## src/rtl/query_segment_loader.sv

```systemverilog
// query_segment_loader
//   Pops 3-bit query entries {valid, base[1:0]} from the query base FIFO, one
//   per cycle, and groups them into segments of NUM_PE bases for the PE-array
//   controller. An entry with bit 2 clear is the end-of-query marker. It closes
//   the final segment, which may be partial or empty, and flags it as last.
// Ports
//   clk, rst      clock, synchronous active-high reset
//   start_i       begin loading one query (sampled in IDLE only)
//   q_i           FIFO head entry, meaningful while ready_one_i=1
//   ready_one_i   FIFO holds at least one entry
//   update_o      pop FIFO head this cycle (combinational)
//   seg_bases_o   slot k at [3k+2:3k]; unfilled slots read 3'b000
//   seg_cnt_o     valid bases in presented segment
//   seg_last_o    presented segment is the last of the query
//   seg_idx_o     segment index within query, wraps modulo 2^SEG_BIT
//   seg_valid_o   segment presented; seg_ready_i accepts it
//   busy_o        not idle
//   done_o        one-cycle pulse after the last segment is accepted

// One base slot. It is cleared when a query starts or a segment is accepted,
// and it is written when a valid base pop targets this slot.
module query_segment_slot (
  input  logic       clk,
  input  logic       rst,
  input  logic       clr,
  input  logic       we,
  input  logic [2:0] d,
  output logic [2:0] q
);
  always_ff @(posedge clk) begin
    if (rst || clr) q <= 3'b000;
    else if (we)    q <= d;
  end
endmodule

module query_segment_loader #(
  parameter int NUM_PE  = 4,
  parameter int CNT_BIT = 3,
  parameter int SEG_BIT = 8
) (
  input  logic                  clk,
  input  logic                  rst,
  input  logic                  start_i,
  input  logic [2:0]            q_i,
  input  logic                  ready_one_i,
  output logic                  update_o,
  output logic [3*NUM_PE-1:0]   seg_bases_o,
  output logic [CNT_BIT-1:0]    seg_cnt_o,
  output logic                  seg_last_o,
  output logic [SEG_BIT-1:0]    seg_idx_o,
  output logic                  seg_valid_o,
  input  logic                  seg_ready_i,
  output logic                  busy_o,
  output logic                  done_o
);

  localparam logic [1:0] IDLE    = 2'd0;
  localparam logic [1:0] LOAD    = 2'd1;
  localparam logic [1:0] PRESENT = 2'd2;

  logic [1:0]                state;
  logic [CNT_BIT-1:0]        fill_cnt;
  logic [CNT_BIT-1:0]        fill_nxt;
  logic [NUM_PE-1:0][2:0]    slots;
  logic [NUM_PE-1:0]         slot_we;
  logic                      slot_clr;
  logic                      accept;

  assign update_o = ~rst & (state == LOAD) & ready_one_i;
  assign accept   = seg_valid_o & seg_ready_i;
  assign fill_nxt = fill_cnt + CNT_BIT'(1);

  // Slots are cleared when a query starts and after each non-last accept.
  // After the last accept they are left alone. The next start clears them.
  assign slot_clr = ((state == IDLE) & start_i) |
                    ((state == PRESENT) & accept & ~seg_last_o);

  genvar k;
  generate
    for (k = 0; k < NUM_PE; k++) begin : g_slot
      // A marker pop (bit 2 clear) never writes a slot.
      assign slot_we[k] = update_o & q_i[2] & (fill_cnt == CNT_BIT'(k));
      query_segment_slot u_slot (
        .clk (clk),
        .rst (rst),
        .clr (slot_clr),
        .we  (slot_we[k]),
        .d   (q_i),
        .q   (slots[k])
      );
    end
  endgenerate

  assign seg_bases_o = slots;
  assign busy_o      = (state != IDLE);

  always_ff @(posedge clk) begin
    if (rst) begin
      state       <= IDLE;
      fill_cnt    <= '0;
      seg_cnt_o   <= '0;
      seg_last_o  <= 1'b0;
      seg_idx_o   <= '0;
      seg_valid_o <= 1'b0;
      done_o      <= 1'b0;
    end else begin
      done_o <= 1'b0;
      case (state)
        IDLE: begin
          if (start_i) begin
            state      <= LOAD;
            fill_cnt   <= '0;
            seg_cnt_o  <= '0;
            seg_idx_o  <= '0;
            seg_last_o <= 1'b0;
          end
        end
        LOAD: begin
          if (ready_one_i) begin
            if (q_i[2]) begin
              fill_cnt <= fill_nxt;
              if (fill_nxt == CNT_BIT'(NUM_PE)) begin
                state       <= PRESENT;
                seg_valid_o <= 1'b1;
                seg_last_o  <= 1'b0;
                seg_cnt_o   <= fill_nxt;
              end
            end else begin
              // The marker closes the segment as it stands. This segment
              // may be empty.
              state       <= PRESENT;
              seg_valid_o <= 1'b1;
              seg_last_o  <= 1'b1;
              seg_cnt_o   <= fill_cnt;
            end
          end
        end
        PRESENT: begin
          if (accept) begin
            seg_valid_o <= 1'b0;
            if (seg_last_o) begin
              state  <= IDLE;
              done_o <= 1'b1;
            end else begin
              state     <= LOAD;
              fill_cnt  <= '0;
              seg_cnt_o <= '0;
              seg_idx_o <= seg_idx_o + SEG_BIT'(1);
            end
          end
        end
        default: state <= IDLE;
      endcase
    end
  end

endmodule
```

## config.mk

```make
export PLATFORM = sky130hd
export DESIGN_NAME = query_segment_loader
export DESIGN_NICKNAME = d
export VERILOG_FILES = /design/src/rtl/query_segment_loader.sv
export SDC_FILE = /design/constraint.sdc
export NUM_CORES = 1
export LEC_CHECK = 0
export CORE_MARGIN = 2
export CORE_UTILIZATION = 40
export CTS_CLUSTER_SIZE = 28
export DETAILED_ROUTE_END_ITERATION = 6
export GPL_ROUTABILITY_DRIVEN = 0
export MAX_ROUTING_LAYER = met4
export PLACE_DENSITY = 0.69
export SYNTH_ARGS = -nofsm -noshare
export SYNTH_HDL_FRONTEND = slang
export SYNTH_SLANG_ARGS = --single-unit
```

## constraint.sdc

```tcl
create_clock -name clk -period 4.6 [get_ports clk]
set_input_delay 0.69 -clock clk [delete_from_list [all_inputs] [get_ports clk]]
set_output_delay 0.69 -clock clk [all_outputs]
set_load 0.01 [all_outputs]
```

==> impl_metrics.json <==
{
  "outcome": "finished clean",
  "required_ns": 3.91,
  "antenna_cells": 0,
  "cts_sinks": 31,
  "path_max_fanout": 16,
  "yosysWarnings": 0,
  "cts_tree": "done",
  "reg2reg_slack_ns": 2.60,
  "grtUsageMet2_pct": 26.25,
  "syn_to_final_growth_pct": 29.01,
  "max_freq_mhz": 320.6,
  "peakVddDrop_uv": 166.2,
  "grt_pass1_wl_um": 5568,
  "r2r_cells": 4,
  "crit_family": "buffers and inverters",
  "die_x_um": 66.73,
  "holdPathEnd": "g_slot[0].u_slot.q[2]",
  "cts_hold_buf": 0,
  "synth_cell_types": 39,
  "worstHoldPathType": "reg2reg",
  "cp_common_cell": "clkdlybuf4s50_1",
  "synth_top_area_cell": "dfxtp_1",
  "synth_area_leaders": "dfxtp_1 (39%), mux2i_1 (7.6%), nor2_1 (5.7%)",
  "die_area_sq_um": 4453,
  "slew_violations": 0,
  "clockBufferDepth": 2,
  "postPlaceCellArea_sq_um": 1949,
  "reg2reg_to": "g_slot[2].u_slot.q[0]",
  "viasPerCell": 5.178,
  "worstPathArrival_ns": 2.43,
  "dp_hpwl_um": 2433,
  "nNetsFinal": 224,
  "vias": 1341,
  "synth_top_family_by_area": "simple AND/OR/NAND/NOR gates",
  "hold_viol": 0,
  "drtAntennaViolNets": 0,
  "numCtsBuffers": 5,
  "total_leakage_power_nw": 0.6717,
  "top_usage_layer": "met2",
  "row_count": 22,
  "htreeDepth": 2,
  "wl_per_cell_um": 12.93,
  "antenna_found_initial": 0,
  "critPathBufInv": 3,
  "start_util_pct": 42.36,
  "routed_wl_um": 3348,
  "seq_area_frac_synth_pct": 39.43,
  "design_area_sq_um": 2031,
  "grt_pass1_vias": 1257,
  "grt_max_degree": 19,
  "firstDrtPassIters": 4,
  "setup-violations-final": 0,
  "ioPinCount": 36,
  "synth_compound_area_share_pct": 10.33,
  "synth_cells": 174,
  "slowest_stage": "clkdlybuf4s50_1",
  "min-delay-start": "g_slot[0].u_slot.q[2]",
  "synth_simple_gate_area_share_pct": 28.38,
  "critPathCaptureType": "output pin",
  "path_clk_slew_ns": 0.07,
  "whs_path_depth": 2,
  "final_common_cell": "clkdlybuf4s50_1",
  "syn_avg_cell_area_sq_um": 9.046,
  "skew_ns": 0.004794,
  "tightest_slew_ns": 0.5451,
  "insertion_delay_ns": 0.29,
  "layout_common_cells": "clkdlybuf4s50_1 (35), dfxtp_1 (31), nor2_1 (24)",
  "finalSetupTns_ns": 0,
  "fillers": 348,
  "path_cells": "clkdlybuf4s50_1 -> buf_4 -> nor3b_1 -> and2_1 -> clkdlybuf4s50_1",
  "regArea_sq_um": 620.6,
  "syn-num-nets": 188,
  "timing.rr.start": "state[0]",
  "rsz0062_at_grt": "false",
  "fin_crit_sh_pct": 67.80,
  "synth-xor-area-share_pct": 3.895,
  "portBuffers": 35,
  "grt_overflow_total": 0,
  "cts_root_buf": "clkbuf_8",
  "powerDensity_nw_per_um2": 266.6,
  "slowest_delay_ns": 0.54,
  "coreArea_sq_um": 3716,
  "met1_usage_pct": 20.33,
  "synthesis.area_sq_um": 1574,
  "die_y_um": 66.73,
  "synthMuxAreaShare_pct": 8.347,
  "track_usage_pct": 17.35,
  "cts_resized": 0,
  "route.detailed.drc": 0,
  "startpoint_type": "input port",
  "drt_iter0_drc": 114,
  "startpoint": "rst",
  "synth_top_area_share_pct": 39.43,
  "ys_ff_latch": 31,
  "yosys.area_share.adder_pct": 4.769,
  "cap_violations": 0,
  "slew-limit-headroom_pct": 63.61,
  "final_util_pct": 54.65,
  "period_needed_ns": 3.119,
  "gr-usage-met3_pct": 4.730,
  "path_class": "in2out",
  "multi_input_area_sq_um": 877.1,
  "postCtsSetupBuffers": 0,
  "drive_gt1_share_pct": 9.005
}
[cell type report]
| cell class | count | share of cell area [%] |
|---|---|---|
| Sequential cell | 31 | 30.56 |
| Inverter | 9 | 1.664 |
| Clock buffer | 7 | 3.758 |
| Clock inverter | 1 | 0.2465 |
| Tap cell | 48 | 2.957 |
| Timing Repair Buffer | 36 | 17.62 |
| Multi-Input combinational cell | 127 | 43.19 |
[cells in the mapped netlist, drive strengths merged]
cell / count
dfxtp: 31
nor2: 30
mux2i: 12
nand2: 12
inv: 9
nand2b: 9
a21oi: 7
ha: 6
xnor2: 6
a211oi: 4
clkbuf: 4
nand3: 4
nand4b: 4
o21ai: 4
buf: 3
nor4: 3
a31oi: 2
nand4: 2
nor3b: 2
o31ai: 2
or3: 2
a21boi: 1
a21o: 1
a311o: 1
and2: 1
and2b: 1
and3b: 1
mux2: 1
nand3b: 1
nor3: 1
nor4b: 1
o211ai: 1
o21ba: 1
o21bai: 1
or2: 1
or3b: 1
xor2: 1
[stage by stage]
step	power [mW]	setup WS (ns)	instances	hold WS, ns
floorplan	0.3202	2.652	174	0.4821
global placement	0.3386	1.524	251	0.4576
detailed placement	0.3405	1.482	251	0.4673
CTS	0.5492	1.480	259	0.4795
global route	0.5685	1.325	259	0.5056
finish	0.5413	1.481	259	0.4724
[registers in the layout (all words and copies together) (netlist names)]
register and flops:
fill_cnt 3, state 2, seg_cnt_o 3, seg_last_o 1, done_o 1, seg_idx_o 8
g_slot.u_slot.q 12, seg_valid_o 1
[how the worst max path moves through the flow]
stage | end | cells past startpoint
floorplan | update_o | 2
global placement | update_o | 5
detailed placement | update_o | 5
CTS | update_o | 5
global route | update_o | 5
finish | update_o | 5
[power by group]
part / switching (mW) / leakage, nW / total (mW) / internal (mW)
Sequential: 0.00703 / 0.250 / 0.279 / 0.272
Combinational: 0.0298 / 0.379 / 0.0561 / 0.0263
Clock: 0.101 / 0.0422 / 0.206 / 0.106
Total: 0.137 / 0.672 / 0.541 / 0.404
[cells by family after synthesis]
kind of cell | after synthesis
adders and majority gates | 6
muxes | 13
and+or+nand+nor | 76
DFF | 31
buffers and inverters | 16
xor gates and xnor gates | 7
AOI/OAI and AO/OA | 25
[routing by layer]
| layer | up-vias | routed length [um] |
|---|---|---|
| li1 | 668 | - |
| met1 | 622 | 1558 |
| met2 | 43 | 1545 |
| met3 | 8 | 160 |
| met4 | 0 | 83 |
| met5 | - | 0 |
[tightest hold or removal path: cells and delay by family (launching register included)]
kind / cells / cell delay, ns
DFF: 1 / 0.32
and+or+nand+nor: 2 / 0.12
Power figures use the tool's default switching activity.
